$ cat src/rtl/ngs_boot_avm_pkg.sv
// Shared types for the boot-path Avalon-MM sequencer: op/status codes, FSM states
// and the poll compare helper.
package ngs_boot_avm_pkg;

    localparam int unsigned DATA_W = 32;
    localparam int unsigned BE_W   = 4;

    typedef enum logic [1:0] {
        OP_WRITE = 2'b00,
        OP_READ  = 2'b01,
        OP_POLL  = 2'b10,
        OP_RSVD  = 2'b11
    } op_e;

    typedef enum logic [1:0] {
        ST_OK      = 2'b00,
        ST_TIMEOUT = 2'b01,
        ST_BAD_OP  = 2'b10
    } status_e;

    typedef enum logic [1:0] {
        S_IDLE      = 2'b00,
        S_ISSUE     = 2'b01,
        S_WAIT_DATA = 2'b10,
        S_RESPOND   = 2'b11
    } state_e;

    // Latched command fields that are independent of the address width.
    typedef struct packed {
        op_e               op;
        logic [DATA_W-1:0] data;
        logic [DATA_W-1:0] mask;
        logic [BE_W-1:0]   be;
    } cmd_fields_t;

    function automatic logic poll_match(input logic [DATA_W-1:0] rdata,
                                        input logic [DATA_W-1:0] cmp,
                                        input logic [DATA_W-1:0] mask);
        return ((rdata ^ cmp) & mask) == '0;
    endfunction

endpackage

$ cat src/rtl/ngs_boot_avm_counter.sv
// Saturating up-counter with synchronous clear; flags when it sits at all-ones.
module ngs_boot_avm_counter #(
    parameter int unsigned W = 8
) (
    input  logic clk,
    input  logic reset_n,
    input  logic clr_i,
    input  logic inc_i,
    output logic at_max_o
);

    localparam logic [W-1:0] MAX = '1;

    logic [W-1:0] count_q;

    always_ff @(posedge clk or negedge reset_n) begin
        if (!reset_n) begin
            count_q <= '0;
        end else if (clr_i) begin
            count_q <= '0;
        end else if (inc_i && (count_q != MAX)) begin
            count_q <= count_q + W'(1);
        end
    end

    assign at_max_o = (count_q == MAX);

endmodule

$ cat src/rtl/ngs_boot_avm_sequencer.sv
// Single-outstanding Avalon-MM initiator executing WRITE/READ/POLL commands from
// the boot host path, with a read watchdog and a bounded poll-attempt count.
module ngs_boot_avm_sequencer
    import ngs_boot_avm_pkg::*;
#(
    parameter int unsigned ADDR_W    = 32,
    parameter int unsigned TIMEOUT_W = 10,
    parameter int unsigned POLL_W    = 16
) (
    input  logic              clk,
    input  logic              reset_n,
    input  logic              cmd_valid_i,
    output logic              cmd_ready_o,
    input  logic [1:0]        cmd_op_i,
    input  logic [ADDR_W-1:0] cmd_address_i,
    input  logic [DATA_W-1:0] cmd_data_i,
    input  logic [DATA_W-1:0] cmd_mask_i,
    input  logic [BE_W-1:0]   cmd_byteenable_i,
    output logic              rsp_valid_o,
    input  logic              rsp_ready_i,
    output logic [DATA_W-1:0] rsp_data_o,
    output logic [1:0]        rsp_status_o,
    output logic [ADDR_W-1:0] avm_address_o,
    output logic              avm_read_o,
    output logic              avm_write_o,
    output logic [DATA_W-1:0] avm_writedata_o,
    output logic [BE_W-1:0]   avm_byteenable_o,
    input  logic              avm_waitrequest_i,
    input  logic [DATA_W-1:0] avm_readdata_i,
    input  logic              avm_readdatavalid_i
);

    state_e            state_q, state_d;
    cmd_fields_t       cmd_q, cmd_d;
    logic [ADDR_W-1:0] addr_q, addr_d;
    logic              rd_q, rd_d;
    logic              wr_q, wr_d;
    logic              rsp_valid_q, rsp_valid_d;
    logic [DATA_W-1:0] rsp_data_q, rsp_data_d;
    status_e           rsp_status_q, rsp_status_d;

    logic wd_clr, wd_inc, wd_at_max;
    logic poll_clr, poll_inc, poll_at_max;
    logic poll_hit;
    op_e  cmd_op;

    assign cmd_op   = op_e'(cmd_op_i);
    assign poll_hit = poll_match(avm_readdata_i, cmd_q.data, cmd_q.mask);

    ngs_boot_avm_counter #(.W(TIMEOUT_W)) u_watchdog (
        .clk      (clk),
        .reset_n  (reset_n),
        .clr_i    (wd_clr),
        .inc_i    (wd_inc),
        .at_max_o (wd_at_max)
    );

    ngs_boot_avm_counter #(.W(POLL_W)) u_poll_cnt (
        .clk      (clk),
        .reset_n  (reset_n),
        .clr_i    (poll_clr),
        .inc_i    (poll_inc),
        .at_max_o (poll_at_max)
    );

    always_ff @(posedge clk or negedge reset_n) begin
        if (!reset_n) begin
            state_q <= S_IDLE;
        end else begin
            state_q <= state_d;
        end
    end

    always_comb begin
        state_d = state_q;
        case (state_q)
            S_IDLE: begin
                if (cmd_valid_i) begin
                    state_d = (cmd_op == OP_RSVD) ? S_RESPOND : S_ISSUE;
                end
            end
            S_ISSUE: begin
                if (!avm_waitrequest_i) begin
                    state_d = (cmd_q.op == OP_WRITE) ? S_RESPOND : S_WAIT_DATA;
                end
            end
            S_WAIT_DATA: begin
                if (avm_readdatavalid_i) begin
                    if ((cmd_q.op == OP_READ) || poll_hit || poll_at_max) begin
                        state_d = S_RESPOND;
                    end else begin
                        state_d = S_ISSUE;
                    end
                end else if (wd_at_max) begin
                    state_d = S_RESPOND;
                end
            end
            S_RESPOND: begin
                if (rsp_ready_i) begin
                    state_d = S_IDLE;
                end
            end
            default: state_d = S_IDLE;
        endcase
    end

    // Both counters advance when a read is accepted by the fabric, so the
    // watchdog measures cycles since acceptance and the poll counter counts reads.
    always_comb begin
        cmd_d        = cmd_q;
        addr_d       = addr_q;
        rd_d         = rd_q;
        wr_d         = wr_q;
        rsp_valid_d  = rsp_valid_q;
        rsp_data_d   = rsp_data_q;
        rsp_status_d = rsp_status_q;
        wd_clr       = 1'b0;
        wd_inc       = 1'b0;
        poll_clr     = 1'b0;
        poll_inc     = 1'b0;
        case (state_q)
            S_IDLE: begin
                if (cmd_valid_i) begin
                    cmd_d.op   = cmd_op;
                    cmd_d.data = cmd_data_i;
                    cmd_d.mask = cmd_mask_i;
                    cmd_d.be   = cmd_byteenable_i;
                    addr_d     = cmd_address_i;
                    wd_clr     = 1'b1;
                    poll_clr   = 1'b1;
                    if (cmd_op == OP_RSVD) begin
                        rsp_valid_d  = 1'b1;
                        rsp_data_d   = '0;
                        rsp_status_d = ST_BAD_OP;
                    end else begin
                        wr_d = (cmd_op == OP_WRITE);
                        rd_d = (cmd_op != OP_WRITE);
                    end
                end
            end
            S_ISSUE: begin
                if (!avm_waitrequest_i) begin
                    rd_d = 1'b0;
                    wr_d = 1'b0;
                    if (cmd_q.op == OP_WRITE) begin
                        rsp_valid_d  = 1'b1;
                        rsp_data_d   = '0;
                        rsp_status_d = ST_OK;
                    end else begin
                        wd_inc   = 1'b1;
                        poll_inc = 1'b1;
                    end
                end
            end
            S_WAIT_DATA: begin
                if (avm_readdatavalid_i) begin
                    if ((cmd_q.op == OP_READ) || poll_hit) begin
                        rsp_valid_d  = 1'b1;
                        rsp_data_d   = avm_readdata_i;
                        rsp_status_d = ST_OK;
                    end else if (poll_at_max) begin
                        rsp_valid_d  = 1'b1;
                        rsp_data_d   = avm_readdata_i;
                        rsp_status_d = ST_TIMEOUT;
                    end else begin
                        wd_clr = 1'b1;
                        rd_d   = 1'b1;
                    end
                end else if (wd_at_max) begin
                    rsp_valid_d  = 1'b1;
                    rsp_data_d   = '0;
                    rsp_status_d = ST_TIMEOUT;
                end else begin
                    wd_inc = 1'b1;
                end
            end
            S_RESPOND: begin
                if (rsp_ready_i) begin
                    rsp_valid_d = 1'b0;
                end
            end
            default: begin
                rd_d        = 1'b0;
                wr_d        = 1'b0;
                rsp_valid_d = 1'b0;
            end
        endcase
    end

    always_ff @(posedge clk or negedge reset_n) begin
        if (!reset_n) begin
            cmd_q        <= '0;
            addr_q       <= '0;
            rd_q         <= 1'b0;
            wr_q         <= 1'b0;
            rsp_valid_q  <= 1'b0;
            rsp_data_q   <= '0;
            rsp_status_q <= ST_OK;
        end else begin
            cmd_q        <= cmd_d;
            addr_q       <= addr_d;
            rd_q         <= rd_d;
            wr_q         <= wr_d;
            rsp_valid_q  <= rsp_valid_d;
            rsp_data_q   <= rsp_data_d;
            rsp_status_q <= rsp_status_d;
        end
    end

    assign cmd_ready_o      = (state_q == S_IDLE);
    assign rsp_valid_o      = rsp_valid_q;
    assign rsp_data_o       = rsp_data_q;
    assign rsp_status_o     = rsp_status_q;
    assign avm_address_o    = addr_q;
    assign avm_read_o       = rd_q;
    assign avm_write_o      = wr_q;
    assign avm_writedata_o  = cmd_q.data;
    assign avm_byteenable_o = cmd_q.be;

endmodule

$ cat config.mk
export PLATFORM = sky130hd
export DESIGN_NAME = ngs_boot_avm_sequencer
export DESIGN_NICKNAME = d
export VERILOG_FILES = /design/src/rtl/ngs_boot_avm_pkg.sv /design/src/rtl/ngs_boot_avm_counter.sv /design/src/rtl/ngs_boot_avm_sequencer.sv
export SDC_FILE = /design/constraint.sdc
export NUM_CORES = 1
export LEC_CHECK = 0
export BUFFER_PORTS_ARGS = -buffer_cell sky130_fd_sc_hd__buf_2
export CELL_PAD_IN_SITES_DETAIL_PLACEMENT = 0
export CELL_PAD_IN_SITES_GLOBAL_PLACEMENT = 2
export CORE_ASPECT_RATIO = 0.5
export CORE_MARGIN = 8
export CORE_UTILIZATION = 31
export CTS_BUF_LIST = sky130_fd_sc_hd__clkbuf_4 sky130_fd_sc_hd__clkbuf_8
export CTS_CLUSTER_SIZE = 8
export DETAILED_ROUTE_END_ITERATION = 8
export HOLD_SLACK_MARGIN = 0.15
export PLACE_DENSITY_LB_ADDON = 0.1
export SETUP_SLACK_MARGIN = 0.2
export SLEW_MARGIN = 20
export SYNTH_ARGS = -nofsm -noshare
export SYNTH_HDL_FRONTEND = slang
export SYNTH_SLANG_ARGS = --single-unit
$ cat constraint.sdc
create_clock -name clk -period 2.8 [get_ports clk]
set_input_delay 0.14 -clock clk [delete_from_list [all_inputs] [get_ports clk]]
set_output_delay 0.14 -clock clk [all_outputs]
set_load 0.005 [all_outputs]
==> impl_results.md <==
- Status: completed
- Number of global-route vias before repair: 8,055
- Worst slew margin relative to its limit: between 50% and 60%
- Std cell rows: 42
- Avg Inst Size Synth: about 8.7 µm²
- Drt first pass iters: 5
- CP max FO: 6
- WL final: between 30,000 and 40,000 µm
- Count of input and output buffers: 245
- R2R Path End: u_watchdog.count_q[9]
- Hold violation count in the final report: 0
- GPL Wtd Cong: approximately 0.77
- Postcts setup bufs: 0
- Clock Path Buffers: 2
- H-tree levels: 4
- CTS root buf: clkbuf_8
- Synthesized netlist cell count: approximately 950
- Total Neg Setup Slack: 0 ps
- Final ANT Viol Nets: 0
- Vias per cell: 4.71
- PwrDens: between 800 and 900 nW/µm²
- DIE HEIGHT: roughly 130 µm
- DP HPWL: approximately 22,000 µm
- Area leader, netlist: dfrtp_1
- Fill count: approximately 2,700
- M2 GR Usage: a little over 30%
- Synth cell types: 44
- Crit path launch type: register
- Die area: about 33,000 µm²
- CTS Sinks: between 150 and 200
- Hold-fix buffers, CTS: roughly 130
- Final setup viols: 0
- FF-to-FF Start: state_q[1]
- Synth cell count leaders: 353 x nand2_1, 167 x dfrtp_1, 66 x nor2_1
- Most frequent cell after synthesis: nand2_1
- Crit end category: register
- RSZ-0062 raised after global routing: no
- DR DRC count: 0
- Smallest hold slack: about 210 ps
- Tot GR Track Use: about a fifth
- Seq/Total Area, Yosys: 50.5%
- Fin. max-slew vios: 0
- Critical Path RT: 3170 ps
- Crit path to: u_watchdog.count_q[9]
- GRT Residual Overflow: 0
- TritonCTS Buffers: 17
- Worst Tran Pin Value: between 700 and 800 ps
- Post-synth EDFFs: 0
- Critical Path Source: state_q[1]
- Max-cap viol count: 0
- Io pins: between 200 and 250
- Global-route wire length before repair: between 40,000 and 50,000 µm
- Reg2reg path depth: 8
- Post-DR wirelength/cell: between 15 and 20 µm
- Max VDD drop: between 0.0005 and 0.0006 V
- Syn. warnings: 0
- DR iter-0 viols: 558
- Async set or reset register ratio after synthesis: 100%
- Skew final: between 10 and 15 ps
- Post-synth net total: roughly 1,100
- Post-CTS Resized: 0
- Antenna cells: 0
- Nets: 1,424
- GR peak layer: met2
- CTS tree: yes
- Worst-Skew Late Latency: 480 ps
- Most used DFF post-synth: dfrtp_1
- Starting Density: roughly a third
- Yosys reg bits: 167
- Met1 usage: 25.2%
- Initial antenna violation count: 0
- Post-route minimum period: roughly 2300 ps
- Final period utilization: 81.5%
- Ratio of cells with drive above 1 in the final layout: roughly a quarter
- Vias: 7,736
- Global Route met3 Usage: under 10%
- Core ar.: 26,300 µm²
- Area share of the largest cell type after synthesis: between 50% and 60%
- Top cells by area, synth: dfrtp_1 50%, nand2_1 16%, xor2_1 3.9%
- Critical path class: register to register
- Clk slew on worst S/H paths: roughly 90 ps
- Chip Width: ~250 µm
- Largest net degree at the start of global routing: 70
- Synthesis-to-finish area growth: 37.6%
- Worst min-delay path category: primary input to register
- Arrival @ worst endpoint: approximately 2700 ps
- Cell Area, Synth: roughly 8300 µm²
- Flop2flop setup slack: between 500 and 600 ps
- Peak Freq: approximately 440 MHz
- Pleak: slightly below 6 nW
## cell families (layout without fill, tap and decap cells)
logic type | Yosys count | count (layout) | synth area share (%)
buffers and inverters | 105 | 440 | 7.09
adders and majority gates | 7 | 7 | 1.06
and+or+nand+nor | 542 | 542 | 27.5
AOI/OAI and AO/OA | 73 | 73 | 7.49
DFF | 167 | 167 | 50.5
xor gates and xnor gates | 54 | 54 | 5.71
muxes | 6 | 6 | 0.725
## area by class of cell
| class | instances | area [µm²] | share of cell area (%) |
|---|---|---|---|
| clock buffer | 19 | 262 | 2.30 |
| clock inverter | 12 | 145 | 1.27 |
| inverter | 11 | 41.3 | 0.362 |
| multi-input combinational | 682 | 3550 | 31.1 |
| sequential | 167 | 4180 | 36.7 |
| tap | 352 | 440 | 3.87 |
| timing repair buffer | 398 | 2780 | 24.4 |
## worst min path at each step
stage	startpoint	endpoint	slack [ps]	cells past startpoint
after floorplan	reset_n	avm_address_o[0]	-160	0
after global placement	reset_n	avm_address_o[4]	210	1
after detailed placement	reset_n	avm_address_o[4]	220	1
after CTS	avm_readdata_i[10]	rsp_data_o[10]	160	4
after global routing	rsp_ready_i	state_q[1]	190	4
final	rsp_ready_i	state_q[1]	210	4
## critical path, cell delays in order, from the launching register on
cell and delay, ps:
dfrtp_1 450, inv_1 110, ha_1 260, o21ai_0 190, o21bai_1 410, nand4_1 280
nor3_1 290, xnor2_1 150, nor2_1 50
## per-stage QoR
stage / setup slack [ps] / utilization (%) / std cells / total power, mW / cell area (µm²)
2_1_floorplan: 660 / - / 954 / 6.64 / 8280
3_3_place_gp: 531 / 36.6 / 1476 / 8.19 / 9640
3_5_place_dp: 512 / 36.6 / 1476 / 8.26 / 9640
4_1_cts: 502 / 43.2 / 1641 / 10.3 / 11400
5_1_grt: 256 / 43.3 / 1641 / 10.9 / 11400
6_report: 518 / 43.3 / 1641 / 10.1 / 11400
## per-layer routing
| layer | vias up | routed length, µm | part of all wire (%) |
|---|---|---|---|
| met5 | - | 0 | 0 |
| met2 | 159 | 14900 | 49 |
| met1 | 3799 | 14200 | 46 |
| met3 | 30 | 1090 | 3.5 |
| met4 | 0 | 569 | 1.8 |
| li1 | 3748 | - | - |
## power by group
group | switching [mW] | internal [mW]
Sequential | 0.710 | 3.34
Clock | 0.998 | 0.850
Combinational | 2.50 | 1.74
## flip-flops by register name, indices dropped and copies added, names as in the netlist
register            count
avm_byteenable_o        4
rsp_valid_o             1
avm_writedata_o        32
u_watchdog.count_q     10
state_q                 2
avm_read_o              1
avm_address_o          32
cmd_q                  34
rsp_data_o             32
rsp_status_o            2
avm_write_o             1
u_poll_cnt.count_q     16
## layout by cell type, fill, tap and decap left out, types with 6 or more instances in the layout
cell	n
a22oi_1	17
clkbuf_8	19
xor2_1	37
xnor2_1	17
nor4_1	6
mux2i_1	6
nor3_1	41
buf_2	244
dlygate4sd3_1	134
nor2_1	66
ha_1	6
inv_1	11
nand3_1	42
nand2_1	352
dfrtp_1	167
buf_4	14
a221o_1	32
nand4_1	9
Power figures use the tool's default switching activity.
